--- src/rtl/grf_sb.sv ---
// grf_sb: MIPS general register file with a per-register pending-write scoreboard.
// Optional trace: define GRF_TRACE_EN to print one line per nonzero-register writeback.

module grf_sb #(
    parameter int DATA_W = 32,
    parameter int ADDR_W = 5,
    parameter int CNT_W  = 2
) (
    input  logic              clk,
    input  logic              reset,
    input  logic [ADDR_W-1:0] rs_addr,
    input  logic [ADDR_W-1:0] rt_addr,
    output logic [DATA_W-1:0] rs_data,
    output logic [DATA_W-1:0] rt_data,
    output logic              rs_ready,
    output logic              rt_ready,
    input  logic              issue_valid,
    input  logic [ADDR_W-1:0] issue_addr,
    output logic              issue_ok,
    input  logic              wb_en,
    input  logic [ADDR_W-1:0] wb_addr,
    input  logic [DATA_W-1:0] wb_data,
    input  logic [31:0]       wb_pc,
    input  logic              flush,
    output logic              sb_err
);
    localparam int NREG = 2 ** ADDR_W;
    localparam logic [CNT_W-1:0] CNT_MAX = '1;
    localparam logic [CNT_W-1:0] CNT_ONE = CNT_W'(1);

    logic [DATA_W-1:0] regs [NREG];
    logic [CNT_W-1:0]  cnt  [NREG];
    logic [NREG-1:0]   touched;
    logic              wb_write;

    assign wb_write = wb_en && (wb_addr != '0);

    // A value is final once no writer is pending, or the last pending writer is on the bypass now.
    always_comb begin
        rs_data  = '0;
        rs_ready = 1'b1;
        if (rs_addr != '0) begin
            rs_data  = (wb_en && wb_addr == rs_addr) ? wb_data : regs[rs_addr];
            rs_ready = (cnt[rs_addr] == '0) ||
                       (cnt[rs_addr] == CNT_ONE && wb_en && wb_addr == rs_addr);
        end
    end

    always_comb begin
        rt_data  = '0;
        rt_ready = 1'b1;
        if (rt_addr != '0) begin
            rt_data  = (wb_en && wb_addr == rt_addr) ? wb_data : regs[rt_addr];
            rt_ready = (cnt[rt_addr] == '0) ||
                       (cnt[rt_addr] == CNT_ONE && wb_en && wb_addr == rt_addr);
        end
    end

    // A saturated register can still take a new reservation if a writeback frees a slot this cycle.
    assign issue_ok = issue_valid &&
                      ((issue_addr == '0) ||
                       (cnt[issue_addr] != CNT_MAX) ||
                       (wb_en && wb_addr == issue_addr));

    assign cnt[0]     = '0;
    assign touched[0] = 1'b0;

    for (genvar g = 1; g < NREG; g++) begin : g_reg
        logic [CNT_W-1:0] cnt_q;
        logic             touched_q;
        logic             inc;
        logic             dec;

        assign inc = issue_ok && (issue_addr == ADDR_W'(g));
        assign dec = wb_en && (wb_addr == ADDR_W'(g)) && (cnt_q != '0);

        always_ff @(posedge clk) begin
            if (reset || flush) begin
                cnt_q     <= '0;
                touched_q <= 1'b0;
            end else begin
                if (inc && !dec)
                    cnt_q <= cnt_q + CNT_ONE;
                else if (dec && !inc)
                    cnt_q <= cnt_q - CNT_ONE;
                if (inc)
                    touched_q <= 1'b1;
            end
        end

        assign cnt[g]     = cnt_q;
        assign touched[g] = touched_q;
    end

    // Data writes ignore flush; sb_err flags a writeback with no outstanding reservation left.
    always_ff @(posedge clk) begin
        if (reset) begin
            regs   <= '{default: '0};
            sb_err <= 1'b0;
        end else if (wb_write) begin
            regs[wb_addr] <= wb_data;
            if (cnt[wb_addr] == '0 && touched[wb_addr])
                sb_err <= 1'b1;
        end
    end

`ifdef GRF_TRACE_EN
    always_ff @(posedge clk) begin
        if (!reset && wb_write)
            $display("@%h: $%d <= %h", wb_pc, wb_addr, wb_data);
    end
`else
    logic unused_wb_pc;
    assign unused_wb_pc = ^wb_pc;
`endif

endmodule

--- config.mk ---
export PLATFORM = sky130hd
export DESIGN_NAME = grf_sb
export DESIGN_NICKNAME = d
export VERILOG_FILES = /design/src/rtl/grf_sb.sv
export SDC_FILE = /design/constraint.sdc
export NUM_CORES = 2
export LEC_CHECK = 0
export CORE_MARGIN = 1
export CORE_UTILIZATION = 39
export CTS_CLUSTER_SIZE = 10
export DETAILED_ROUTE_END_ITERATION = 8
export PLACE_DENSITY = 0.63
export SLEW_MARGIN = 25
export SYNTH_ARGS = -nofsm -noshare
export SYNTH_HDL_FRONTEND = slang
export SYNTH_SLANG_ARGS = --single-unit
--- constraint.sdc ---
create_clock -name clk -period 7.3 [get_ports clk]
set_input_delay 0.73 -clock clk [delete_from_list [all_inputs] [get_ports clk]]
set_output_delay 0.73 -clock clk [all_outputs]
set_load 0.05 [all_outputs]
==> qor.yml <==
post_cts_buffers: 0
swShare_pct: 26.2
root_buffer: "clkbuf_16"
worstHoldPathCells: 2
finalInstanceArea_um2: 64700
place_area_um2: 60900
p_per_area_nw_per_um2: 210
p_sw_mw: 3.55
core_area_um2: 148000
crit_path_max_fanout: 23
crit_path_max_incr_delay_ps: 940
yosys-top-cells-area: "dfxtp_1 (38%), mux4_2 (25%), nand2_1 (13%)"
r2r-start: "g_reg[5].cnt_q[0]"
dr.pass1.iters: 6
grt_use_total_pct: 29.1
viasPerCell: 6.36
busiest_layer: "met2"
synth-edff-count: 0
synth-main-ff-cell: "dfxtp_1"
slew_violations: 0
hold_path.class: "in -> reg"
die_w_um: 389
ant_nets: 0
synthToLayoutAreaGrowth_pct: 10.8
ios: 157
maxCapViolCount: 0
ys_warn_count: 0
async_flop_share_pct: 0
grt_max_degree: 217
post-route-period-util_pct: 86.0
met1_usage_pct: 36.7
p_int_mw: 10.0
tns_ps: 0
dp_hpwl_um: 123000
portBuffers: 124
cp.required_ps: 6570
layout.nets: 6292
wl_um: 225000
p_seq_share_pct: 45.6
hold_path_startpoint: "reset"
ctsHoldBuffers: 0
status: "complete, no violations"
post_cts_resized: 0
ir_worst_vdd_v: 0.000234
ys_seq_area_share_pct: 38.3
routedWlPerCell_um: 27.6
place_congestion: 0.875
fin_crit_ps: 6270
drive_above_1_share_pct: 17.0
layout_common_cells: "nand2_1 (2052), dfxtp_1 (1118), a21oi_1 (1084), mux4_2 (648), clkbuf_16 (139)"
r2r-end: "g_reg[22].cnt_q[1]"
critical_path.startpoint: "wb_addr[0]"
fp.dieArea_um2: 151000
holdPathEnd: "regs[412]"
antenna_found_initial: 4
cts_buffer_depth: 3
cp_cell_sequence: "clkdlybuf4s50_1 -> buf_4 -> xor2_1 -> nor4_1 -> nand3_2 -> nand2b_2 -> o22ai_1 -> nor3_1 -> clkdlybuf4s50_1"
slew_headroom_pct: 19.8
clock-sinks: 1118
end_kind: "output port"
p_leak_nw: 20.3
yosysUniqueCellTypes: 51
cts_buffers: 132
clkLatencyLatePin_ps: 780
setup_slack_ps: 1030
avgSynthCellArea_um2: 9.06
pre_cts_ws_ps: 1290
clk_pin_slew_ps: 50
fin_skew_ps: 20.8
synthCells: 6442
yosys.area.top_type: "dfxtp_1"
grt_pass1_vias: 49400
ff2ff_setup_slack_ps: 3760
fmax_ghz: 0.159
yosys_register_bits: 1118
grt_pass1_wl_um: 328000
worstMarginPinSlew_ps: 1200
rows: 141
setup_viol: 0
crit_top_cell: "clkdlybuf4s50_1"
reg2reg_depth: 10
dp.cells: 7968
initial_utilization_pct: 39.4
met2_usage_pct: 45.5
die_h_um: 389
startpoint_type: "input port"
mostFrequentLayoutCell: "nand2_1"
p_clk_share_pct: 45.0
fin_cells: 8144
grt_use_met3_pct: 6.35
cts_tree: "done"
synth_top_area_share_pct: 38.3
syn_nets: 6562
drtIter0Drc: 7229
cts_htree_levels: 4
hold_viol_final: 0
combinationalPowerShare_pct: 9.4
hold_slack_ps: 367
grt-ovfl-total: 0
vias: 51800
synth_area_um2: 58400
rsz0062_at_grt: "false"
worstSetupPathType: "in -> out"
cp_slowest_cell: "clkdlybuf4s50_1"
worstPathArrival_ps: 5540
drc: 0
## sequential cells by signal, summed over array words and instances, names as in the netlist
signal,flops
g.touched_q,31
g.cnt_q,62
regs,1024
sb_err,1
## how the worst max path moves through the flow
stage                             end  slack (ps)  cells past startpoint
after global placement    rs_data[17]        1210                     11
after detailed placement  rs_data[11]        1290                      9
after global routing      rs_data[17]        1100                     11
final                     rs_data[25]        1030                      9
after CTS                 rs_data[17]        1280                     11
after floorplan              rs_ready        2730                      8
## metal layers
layer | wire [um] | vias to the layer above | share of wire [%]
li1 | - | 22100 | -
met1 | 80600 | 25400 | 36
met2 | 103000 | 3490 | 46
met3 | 26700 | 828 | 12
met4 | 15000 | 2 | 6.7
met5 | 13 | - | 0.0058
## cell usage after synthesis (19+ instances only)
cell / instances
nand3_1: 21
mux4_2: 648
buf_1: 25
a211oi_1: 33
o21ai_0: 76
nor3_1: 84
clkbuf_2: 28
o22ai_1: 72
buf_2: 89
nor4b_1: 19
nand2_1: 2077
mux2i_1: 41
clkbuf_1: 515
nor2b_1: 71
nor4_1: 19
a21oi_1: 1084
nor2_1: 161
ha_1: 31
or3_1: 32
dfxtp_1: 1118
xor2_1: 74
## power by group through the flow
stage / clock [mW] / combinational [mW] / sequential (mW)
after floorplan: 0 / 0.827 / 6.30
after global placement: 0 / 1.24 / 6.31
after detailed placement: 0 / 1.25 / 6.31
after CTS: 6.13 / 1.25 / 6.18
after global routing: 6.38 / 1.31 / 6.18
final: 6.10 / 1.27 / 6.18
## final cells by class
class	instances	area [um^2]
diodes	5	12.5
repair buffers	273	2520
well taps	1930	2410
clock inverters	8	140
clock buffers	163	3610
fillers	14000	83500
inverters	4	15.0
multi-input cells	4643	33600
flip-flops and latches	1118	22400
## logic make-up (layout without fill, tap and decap cells)
logic type               Yosys count  count (layout)  share of synthesized area (%)
other                              0               5                              0
AND/OR/NAND/NOR                 2522            2522                           17.3
multiplexers                     696             696                           25.8
buffers and inverters            681             448                           4.80
AO/OA/AOI/OAI                   1317            1317                           11.9
flip-flops                      1118            1118                           38.3
XOR/XNOR                          77              77                           1.16
adder cells (fa/ha/maj)           31              31                          0.665
## stage by stage
stage | power [mW] | util [%]
6_report | 13.6 | 43.7
5_1_grt | 13.9 | 43.6
4_1_cts | 13.6 | 43.6
3_5_place_dp | 7.56 | 41.1
3_3_place_gp | 7.55 | 41.1
2_1_floorplan | 7.13 | -
## critical path: cells and delay by family
kind                   cells  cell delay, ps
AO/OA/AOI/OAI              1             140
XOR/XNOR                   1             110
AND/OR/NAND/NOR            4            2670
buffers and inverters      3            1880
No activity file was read; power rests on OpenSTA's default activity.
